[src/rtl/cic_comp_fir.sv]
// cic_comp_fir: serial-MAC compensation FIR that follows the CIC decimator.
// A single multiplier is swept over NTAPS taps for each input sample.
// The result is rounded half-up from Q1.17 and saturated to 20 bits.
//
// Ports:
//   clk        system clock, rising edge
//   reset      asynchronous, active-high reset
//   cken_in    one-cycle input sample strobe (CIC cken_out)
//   din        signed 20-bit input sample, valid with cken_in
//   dout       signed 20-bit filtered output, held between strobes
//   cken_out   one-cycle pulse when dout updates
//   busy       high while a sweep is in progress
//   overrun    sticky: a sample arrived while busy (cleared by reset only)
//
// Optional macro CIC_COMP_COEF_LOAD_EN:
//   defined   -> adds coef_we / coef_addr / coef_data; coefficients live in
//                registers that reset to zero and are writable only when idle
//   undefined -> constant compensation set (mirrors cic_comp_coefs.vh)
module cic_comp_fir #(
  parameter int unsigned NTAPS = 16,
  parameter int unsigned CW    = 18,
  parameter int unsigned AW    = 5
) (
  input  logic                 clk,
  input  logic                 reset,
  input  logic                 cken_in,
  input  logic signed [19:0]   din,
`ifdef CIC_COMP_COEF_LOAD_EN
  input  logic                 coef_we,
  input  logic [AW-1:0]        coef_addr,
  input  logic signed [CW-1:0] coef_data,
`endif
  output logic signed [19:0]   dout,
  output logic                 cken_out,
  output logic                 busy,
  output logic                 overrun
);

  localparam int unsigned DW   = 20;
  localparam int unsigned TW   = $clog2(NTAPS);
  localparam int unsigned PW   = DW + CW;
  localparam int unsigned ACW  = PW + AW;
  localparam int unsigned FRAC = CW - 1;
  localparam int unsigned RW   = ACW - FRAC;

  localparam logic signed [ACW-1:0] RND_HALF = ACW'(1 << (FRAC - 1));
  localparam logic signed [RW-1:0]  SAT_HI   = RW'((1 << (DW - 1)) - 1);
  localparam logic signed [RW-1:0]  SAT_LO   = RW'(-(1 << (DW - 1)));

  typedef enum logic [1:0] {IDLE, MAC, FLUSH, OUT} state_t;

  state_t                 state, state_nx;
  logic                   accept_c, mac_c, drop_c;
  logic [TW-1:0]          wptr, base, tap, rd_idx_c;
  logic signed [DW-1:0]   sbuf [NTAPS];
  logic signed [DW-1:0]   x_c;
  logic signed [CW-1:0]   coef_c;
  logic signed [PW-1:0]   prod;
  logic                   prod_vld, prod_first;
  logic signed [ACW-1:0]  acc, acc_rnd_c;
  logic signed [RW-1:0]   acc_q_c;
  logic signed [DW-1:0]   sat_c;

`ifdef CIC_COMP_COEF_LOAD_EN
  logic signed [CW-1:0] coef_q [NTAPS];

  // Coefficient registers; writes only land while idle and in range
  always_ff @(posedge clk or posedge reset) begin
    if (reset) begin
      coef_q <= '{default: '0};
    end else if (coef_we && state == IDLE && 32'(coef_addr) < NTAPS) begin
      coef_q[coef_addr[TW-1:0]] <= coef_data;
    end
  end

  assign coef_c = coef_q[tap];
`else
  // Symmetric droop-compensation set, Q1.17, unity DC gain
  function automatic logic signed [CW-1:0] coef_rom(input int unsigned k);
    logic signed [CW-1:0] c;
    case (k)
      0, 15:   c = CW'(-300);
      1, 14:   c = CW'(800);
      2, 13:   c = CW'(-1600);
      3, 12:   c = CW'(2500);
      4, 11:   c = CW'(-3200);
      5, 10:   c = CW'(2000);
      6, 9:    c = CW'(9000);
      7, 8:    c = CW'(56336);
      default: c = '0;
    endcase
    return c;
  endfunction

  assign coef_c = coef_rom(32'(tap));
`endif

  // Newest sample pairs with coef[0]; index wraps naturally (NTAPS = 2**TW)
  assign rd_idx_c = base - tap;
  assign x_c      = sbuf[rd_idx_c];

  // Round half-up out of Q1.17, then clamp to the 20-bit range
  assign acc_rnd_c = acc + RND_HALF;
  assign acc_q_c   = RW'(acc_rnd_c >>> FRAC);

  always_comb begin
    sat_c = DW'(acc_q_c);
    if (acc_q_c > SAT_HI) begin
      sat_c = DW'(SAT_HI);
    end else if (acc_q_c < SAT_LO) begin
      sat_c = DW'(SAT_LO);
    end
  end

  // State register
  always_ff @(posedge clk or posedge reset) begin
    if (reset) begin
      state <= IDLE;
    end else begin
      state <= state_nx;
    end
  end

  // Next state and per-cycle controls
  always_comb begin
    state_nx = state;
    accept_c = 1'b0;
    mac_c    = 1'b0;
    drop_c   = 1'b0;
    case (state)
      IDLE: begin
        if (cken_in) begin
          accept_c = 1'b1;
          state_nx = MAC;
        end
      end
      MAC: begin
        mac_c  = 1'b1;
        drop_c = cken_in;
        if (tap == TW'(NTAPS - 1)) begin
          state_nx = FLUSH;
        end
      end
      FLUSH: begin
        drop_c   = cken_in;
        state_nx = OUT;
      end
      OUT: begin
        drop_c   = cken_in;
        state_nx = IDLE;
      end
      default: state_nx = IDLE;
    endcase
  end

  // Sample buffer, MAC pipeline and registered outputs
  always_ff @(posedge clk or posedge reset) begin
    if (reset) begin
      sbuf       <= '{default: '0};
      wptr       <= '0;
      base       <= '0;
      tap        <= '0;
      prod       <= '0;
      prod_vld   <= 1'b0;
      prod_first <= 1'b0;
      acc        <= '0;
      dout       <= '0;
      cken_out   <= 1'b0;
      busy       <= 1'b0;
      overrun    <= 1'b0;
    end else begin
      prod_vld   <= mac_c;
      prod_first <= mac_c && (tap == '0);
      cken_out   <= (state == OUT);
      busy       <= (state_nx != IDLE);

      if (accept_c) begin
        sbuf[wptr] <= din;
        base       <= wptr;
        wptr       <= wptr + TW'(1);
        tap        <= '0;
      end else if (mac_c) begin
        tap <= tap + TW'(1);
      end

      if (mac_c) begin
        prod <= PW'(x_c) * PW'(coef_c);
      end

      // First product of a sweep replaces the previous sweep's total
      if (prod_vld) begin
        acc <= prod_first ? ACW'(prod) : acc + ACW'(prod);
      end

      if (state == OUT) begin
        dout <= sat_c;
      end

      if (drop_c) begin
        overrun <= 1'b1;
      end
    end
  end

endmodule

[config.mk]
export PLATFORM = sky130hd
export DESIGN_NAME = cic_comp_fir
export DESIGN_NICKNAME = d
export VERILOG_FILES = /design/src/rtl/cic_comp_fir.sv
export SDC_FILE = /design/constraint.sdc
export NUM_CORES = 2
export LEC_CHECK = 0
export BUFFER_PORTS_ARGS = -buffer_cell sky130_fd_sc_hd__buf_2
export CORE_ASPECT_RATIO = 1.1
export CORE_MARGIN = 2
export CORE_UTILIZATION = 57
export DETAILED_ROUTE_END_ITERATION = 7
export GPL_TIMING_DRIVEN = 1
export PLACE_DENSITY = 0.77
export SLEW_MARGIN = 30
export SYNTH_ARGS = -nofsm -noshare
export SYNTH_HDL_FRONTEND = slang
export SYNTH_SLANG_ARGS = --single-unit
[constraint.sdc]
create_clock -name clk -period 20 [get_ports clk]
set_input_delay 1 -clock clk [delete_from_list [all_inputs] [get_ports clk]]
set_output_delay 1 -clock clk [all_outputs]
set_load 0.005 [all_outputs]
After elaboration in Yosys (flattened, before gate mapping):

Memory sizes are Yosys's and may differ from the RTL's.
Index checks and enable logic that the tools add are counted.

* order comparisons: 5
* bitwise operators: 2
* multipliers: 1
* muxes and demuxes: 18
* reduce and logical (&&, ||, !) cells: 7
* equal/unequal tests: 4
* add/sub/neg operators: 5

Operator list (number)
* 320-bit bitwise mux: 1
* 20-bit 2-to-1 mux: 5
* 20-bit binary-select mux with 4-bit select: 1
* 20-bit demux with 4-bit select: 1
* 43-bit by 18-bit adder with 43-bit output (second input constant): 1
* 43-bit by 38-bit adder with 43-bit output: 1
* 43-bit 2-to-1 mux: 1
* 20-bit by 18-bit multiplier with 38-bit output: 1
* 26-bit by 20-bit greater-than comparator with 1-bit output (second input constant): 1
* 26-bit by 20-bit less-than comparator with 1-bit output (second input constant): 1
* 5-bit greater-or-equal comparator (second input constant): 2
* 4-bit NOT with 5-bit output: 2
* 4-bit by 1-bit adder with 4-bit output (second input constant): 2
* 4-bit 2-to-1 mux: 2
* 2-bit case mux with 4 select lines: 1
* 5-bit by 1-bit less-than comparator with 1-bit output (second input constant): 1
* 2-bit == test (second input constant): 2
* 4-bit == test (second input constant): 1
* 4-bit zero test: 1
* 1-bit 2-to-1 mux: 4
* 2-bit 2-to-1 mux: 2
* 2-bit nonzero test: 2
* 4-bit subtractor: 1
* 3-bit OR reduction: 1
* 3 further kinds: 4

* word-level logic and storage cells: 71
* output and inout bits: 23
* memories: 1
* input bits: 23
* register bits after elaboration: 440
* memory bits (read-only): 256

Memories
* (name not given): depth 16, bits a word 16, read ports 1, clocked after memory_dff 0, write ports 0, RTL line 81 `case (k)`

Logic depth before layout (Yosys ltp):

* depth after elaboration: 6
* gate-level depth with buffers: 36
* gate-level depth less buffers: 32

Worst setup path before layout:

OpenSTA, ideal clock, no wires.

* kind: reg-to-reg
* start point: register tap[1]
* end point: register prod[37]
* data required time: 19.918 ns
* slack: 11.655 ns
* library setup time: 0.082 ns
* arrival time: 8.263 ns
* path buffers: 5
* clock period less this slack: 8.345 ns
* cell stages (with the launch flop): 31
* cells stage by stage: dfrtp_1 -> inv_1 -> fa_1 -> buf_2 -> buf_2 -> buf_1 -> mux4_2 -> mux2i_1 -> nor2_1 -> a21oi_1 -> clkbuf_1 -> and2_1 -> fa_1 -> fa_1 -> fa_1 -> fa_1 -> fa_1 -> inv_1 -> fa_1 -> inv_1 -> ha_1 -> buf_2 -> a21oi_1 -> o21ai_1 -> a221oi_1 -> o21ai_0 -> a211oi_2 -> nor3_1 -> o31a_1 -> or3_1 -> a31oi_1

* cells in the longest elaborated chain, start to end: 6
* elaborated cells on any way between the ends: 7
* classes of those cells: add/sub: 1; mul: 1; mux: 3; bitwise: 1; memory: 1

RTL lines
* start, declared: RTL line 54 `logic [TW-1:0] wptr, base, tap, rd_idx_c;`
* start signal, assigned: RTL line 183 `tap <= tap + TW'(1);`
* 4-bit subtractor: RTL line 99 `assign rd_idx_c = base - tap;`
* 4-bit NOT with 5-bit output (implied by the code): RTL line 100 `assign x_c = sbuf[rd_idx_c];`
* 20-bit binary-select mux with 4-bit select: RTL line 100
* 20-bit 2-to-1 mux (implied by the code) (2 in series): RTL line 100
* 20-bit by 18-bit multiplier with 38-bit output (*): RTL line 187 `prod <= PW'(x_c) * PW'(coef_c);`
* end signal, assigned: RTL line 187
* end, declared: RTL line 58 `logic signed [PW-1:0] prod;`

Every way passes the cells marked *; elsewhere a longest branch is shown, timed or not. The select of a mux whose other input is x is not followed.
A chain may end at the register's enable or synchronous reset.

Worst setup path in the final report:

* start point: register tap[0]
* end point: register prod[37]

Same word-level chain as after synthesis.

==> metrics <==
status=finished clean; critical-path cell with the highest stage delay=sky130_fd_sc_hd__fa_4; number of storage elements in the synthesis netlist=about 440; cts-stage hold buffer count=0; number of antenna cells inserted=0; launching element type of the critical path=register; crit path DAT=11070 ps; final weighted congestion in routability-driven placement=between 0.9 and 1; Post-Syn Area=33900 µm²; First DRT Iteration DRCs=1646; final critical-path required period=10550 ps; initial cell density of the core=0.578; half-perimeter wire length after detailed placement=57600 µm; number of levels the H-tree was split into=2; Max Fanout on Critical Path=44; total detailed-routing wirelength=81100 µm; buffers inserted during post-CTS setup optimization=0; number of port buffers=45; maximum clock rate=0.0948 GHz; data required time at the worst endpoint=20530 ps; drt pass-1 iters=5; proportion of synthesized chip area in sequential cells=0.322; Worst Tran Pin Value=993 ps; number of inserted filler cells in the final layout=4606; Congestion Overflow GR=0; pin count of the biggest net entering global routing=206; average wire per standard cell=20.9 µm; fraction of final layout cells sized beyond drive strength 1=0.210; standard-cell rows=93; delay of the slowest critical-path stage=between 1000 and 1500 ps; Distinct cells, synth=84; count of flip-flops with a built-in enable after synthesis=0; area enclosed by the die boundary=just over 60000 µm²; remaining design rule violation count=0; clk sink count=around 440; final setup violating endpoints=0; category of the critical setup timing path=reg -> reg; global-route wire length before repair=132000 µm; remaining antenna violation count after routing=0; gate count of the mapped netlist=3105; unrepaired setup endpoints after global routing=no; latest clock arrival within the worst-skew pair=a little over 600 ps; horizontal extent of the die=237 µm; die boundary height=260 µm; TritonCTS clock tree=built; buffer type at the clock tree root=sky130_fd_sc_hd__clkbuf_16; HP Class=in -> async; count of instances resized after the clock tree is built=0; Worst Skew=~27 ps; Max-Slew Margin vs Limit=0.336; Vias per Instance=roughly 6; count of final max-slew check failures=0; number of endpoints with negative hold slack in the final report=0; placeable core area=58600 µm²; via count of the first global-routing pass=24571; yosys warns=0; layout net count=3586; post-route fraction of the period consumed by the critical path=0.527; Mapped Nets=3612; Total Routing Usage GR=0.273; post-synthesis average cell area=around 11 µm²; number of top-level design ports=between 40 and 50; number of buffers added by the clock tree synthesis step=46; cell type with the highest occurrence count on the critical path=sky130_fd_sc_hd__fa_1; buffer depth of the longest clock path=3; final-layout setup total negative slack=0 ps; # Max-Cap Violations=0; area growth from synthesis to final layout=7.66%; number of antenna violations at the first check in global routing=2; fraction of registers with async set or reset after synthesis=1.00; category of the worst setup path capture point=register; DR vias=22707; Clk pin slew, worst setup/hold paths=~70 ps; Most used DFF post-synth=sky130_fd_sc_hd__dfrtp_1
-- metal layers --
layer,track usage,part of all wire
met3,0.0360,0.044
met5,0,0.00026
met2,0.498,0.51
met1,0.332,0.40
met4,0.0974,0.038
-- per-stage QoR --
stage | hold slack (ps) | std cells | util | worst slack [ps] | instance area, µm²
after floorplan | 455 | 3105 | - | 6850 | 33900
after global placement | 455 | 3790 | 0.595 | 9570 | 34900
after detailed placement | 471 | 3790 | 0.595 | 9460 | 34900
after CTS | 483 | 3875 | 0.622 | 9450 | 36500
after global routing | 468 | 3876 | 0.623 | 8870 | 36500
final | 421 | 3876 | 0.623 | 9450 | 36500
-- cells in the mapped netlist, types with 44 or more instances --
| cell | n | area share |
|---|---|---|
| sky130_fd_sc_hd__fa_1 | 318 | 0.19 |
| sky130_fd_sc_hd__mux4_2 | 80 | 0.053 |
| sky130_fd_sc_hd__nand2_1 | 181 | 0.020 |
| sky130_fd_sc_hd__nand3_1 | 45 | 0.0066 |
| sky130_fd_sc_hd__xnor2_1 | 52 | 0.013 |
| sky130_fd_sc_hd__a21oi_1 | 117 | 0.017 |
| sky130_fd_sc_hd__o21ai_0 | 73 | 0.011 |
| sky130_fd_sc_hd__clkbuf_1 | 113 | 0.013 |
| sky130_fd_sc_hd__ha_1 | 166 | 0.061 |
| sky130_fd_sc_hd__inv_1 | 420 | 0.046 |
| sky130_fd_sc_hd__nor2_1 | 252 | 0.028 |
| sky130_fd_sc_hd__dfrtp_1 | 436 | 0.32 |
| sky130_fd_sc_hd__nand2b_1 | 44 | 0.0081 |
| sky130_fd_sc_hd__mux2_2 | 346 | 0.11 |
-- cells in the final DEF, fill, tap and decap left out, types with 7 or more instances in the layout --
cell and instances:
sky130_fd_sc_hd__fa_1 317, sky130_fd_sc_hd__a211oi_1 12, sky130_fd_sc_hd__a21oi_1 115, sky130_fd_sc_hd__nand4_1 12, sky130_fd_sc_hd__mux2i_1 32, sky130_fd_sc_hd__mux4_2 80
sky130_fd_sc_hd__nor2b_1 15, sky130_fd_sc_hd__o211ai_1 8, sky130_fd_sc_hd__nand3_1 35, sky130_fd_sc_hd__and3_1 14, sky130_fd_sc_hd__dfrtp_1 434, sky130_fd_sc_hd__nand3_2 10
sky130_fd_sc_hd__xor2_1 35, sky130_fd_sc_hd__a31oi_1 21, sky130_fd_sc_hd__inv_1 419, sky130_fd_sc_hd__nor3_1 20, sky130_fd_sc_hd__mux2_2 346, sky130_fd_sc_hd__clkbuf_8 13
sky130_fd_sc_hd__o31ai_1 7, sky130_fd_sc_hd__nor2_1 248, sky130_fd_sc_hd__xnor2_1 52, sky130_fd_sc_hd__nand2_1 179, sky130_fd_sc_hd__a21o_1 23, sky130_fd_sc_hd__or3_1 10
sky130_fd_sc_hd__nand2b_1 44, sky130_fd_sc_hd__buf_4 37, sky130_fd_sc_hd__clkbuf_16 47, sky130_fd_sc_hd__o21a_1 26, sky130_fd_sc_hd__o21ai_0 69, sky130_fd_sc_hd__o21ai_1 42
sky130_fd_sc_hd__and2_1 12, sky130_fd_sc_hd__ha_1 165, sky130_fd_sc_hd__clkbuf_1 13, sky130_fd_sc_hd__buf_2 45, sky130_fd_sc_hd__or2_2 24, sky130_fd_sc_hd__o21bai_1 9
-- final cells by class --
class	count	area, µm²	area share
clock buffer	73	1400	0.0384
sequential	436	10900	0.299
clock inverter	12	168	0.00459
multi-input combinational	2089	20900	0.573
tap	760	951	0.0260
timing repair buffer	84	551	0.0151
inverter	422	1600	0.0437
-- final timing paths --
check	start	endpoint	slack (ps)	depth (start not counted)
worst max-delay path	tap[0]	prod[37]	9450	28
worst min-delay path	reset	acc[6]	420	2
worst max register to register	tap[0]	prod[37]	9450	28
worst min register to register	dout[17]	dout[17]	480	2
max in group asynchronous	reset	sbuf[93]	17940	4
min in group clk	dout[17]	dout[17]	480	2
-- flip-flops by register name (all words and copies together) (netlist names), 2 cells and up --
name	flops
acc	41
base	4
dout	20
prod	36
sbuf	320
state	2
tap	4
wptr	4
-- logic make-up after synthesis --
family	count (synthesis)	synth area share
AO/OA/AOI/OAI	389	0.0713
XOR/XNOR	90	0.0235
adder cells (fa/ha/maj)	484	0.249
buffers and inverters	580	0.0659
flip-flops	436	0.322
multiplexers	458	0.177
AND/OR/NAND/NOR	668	0.0913
-- worst max-delay path: cells and delay by family (launching register included) --
| kind | cells | cell delay, ps |
|---|---|---|
| AO/OA/AOI/OAI | 5 | 1270 |
| flip-flops | 1 | 750 |
| AND/OR/NAND/NOR | 4 | 790 |
| multiplexers | 3 | 820 |
| buffers and inverters | 7 | 1200 |
| adder cells (fa/ha/maj) | 9 | 5540 |
Power is left out: the tool's default activity adds up to more than one toggle a clock period on the data nets, which glitch-free logic cannot reach.
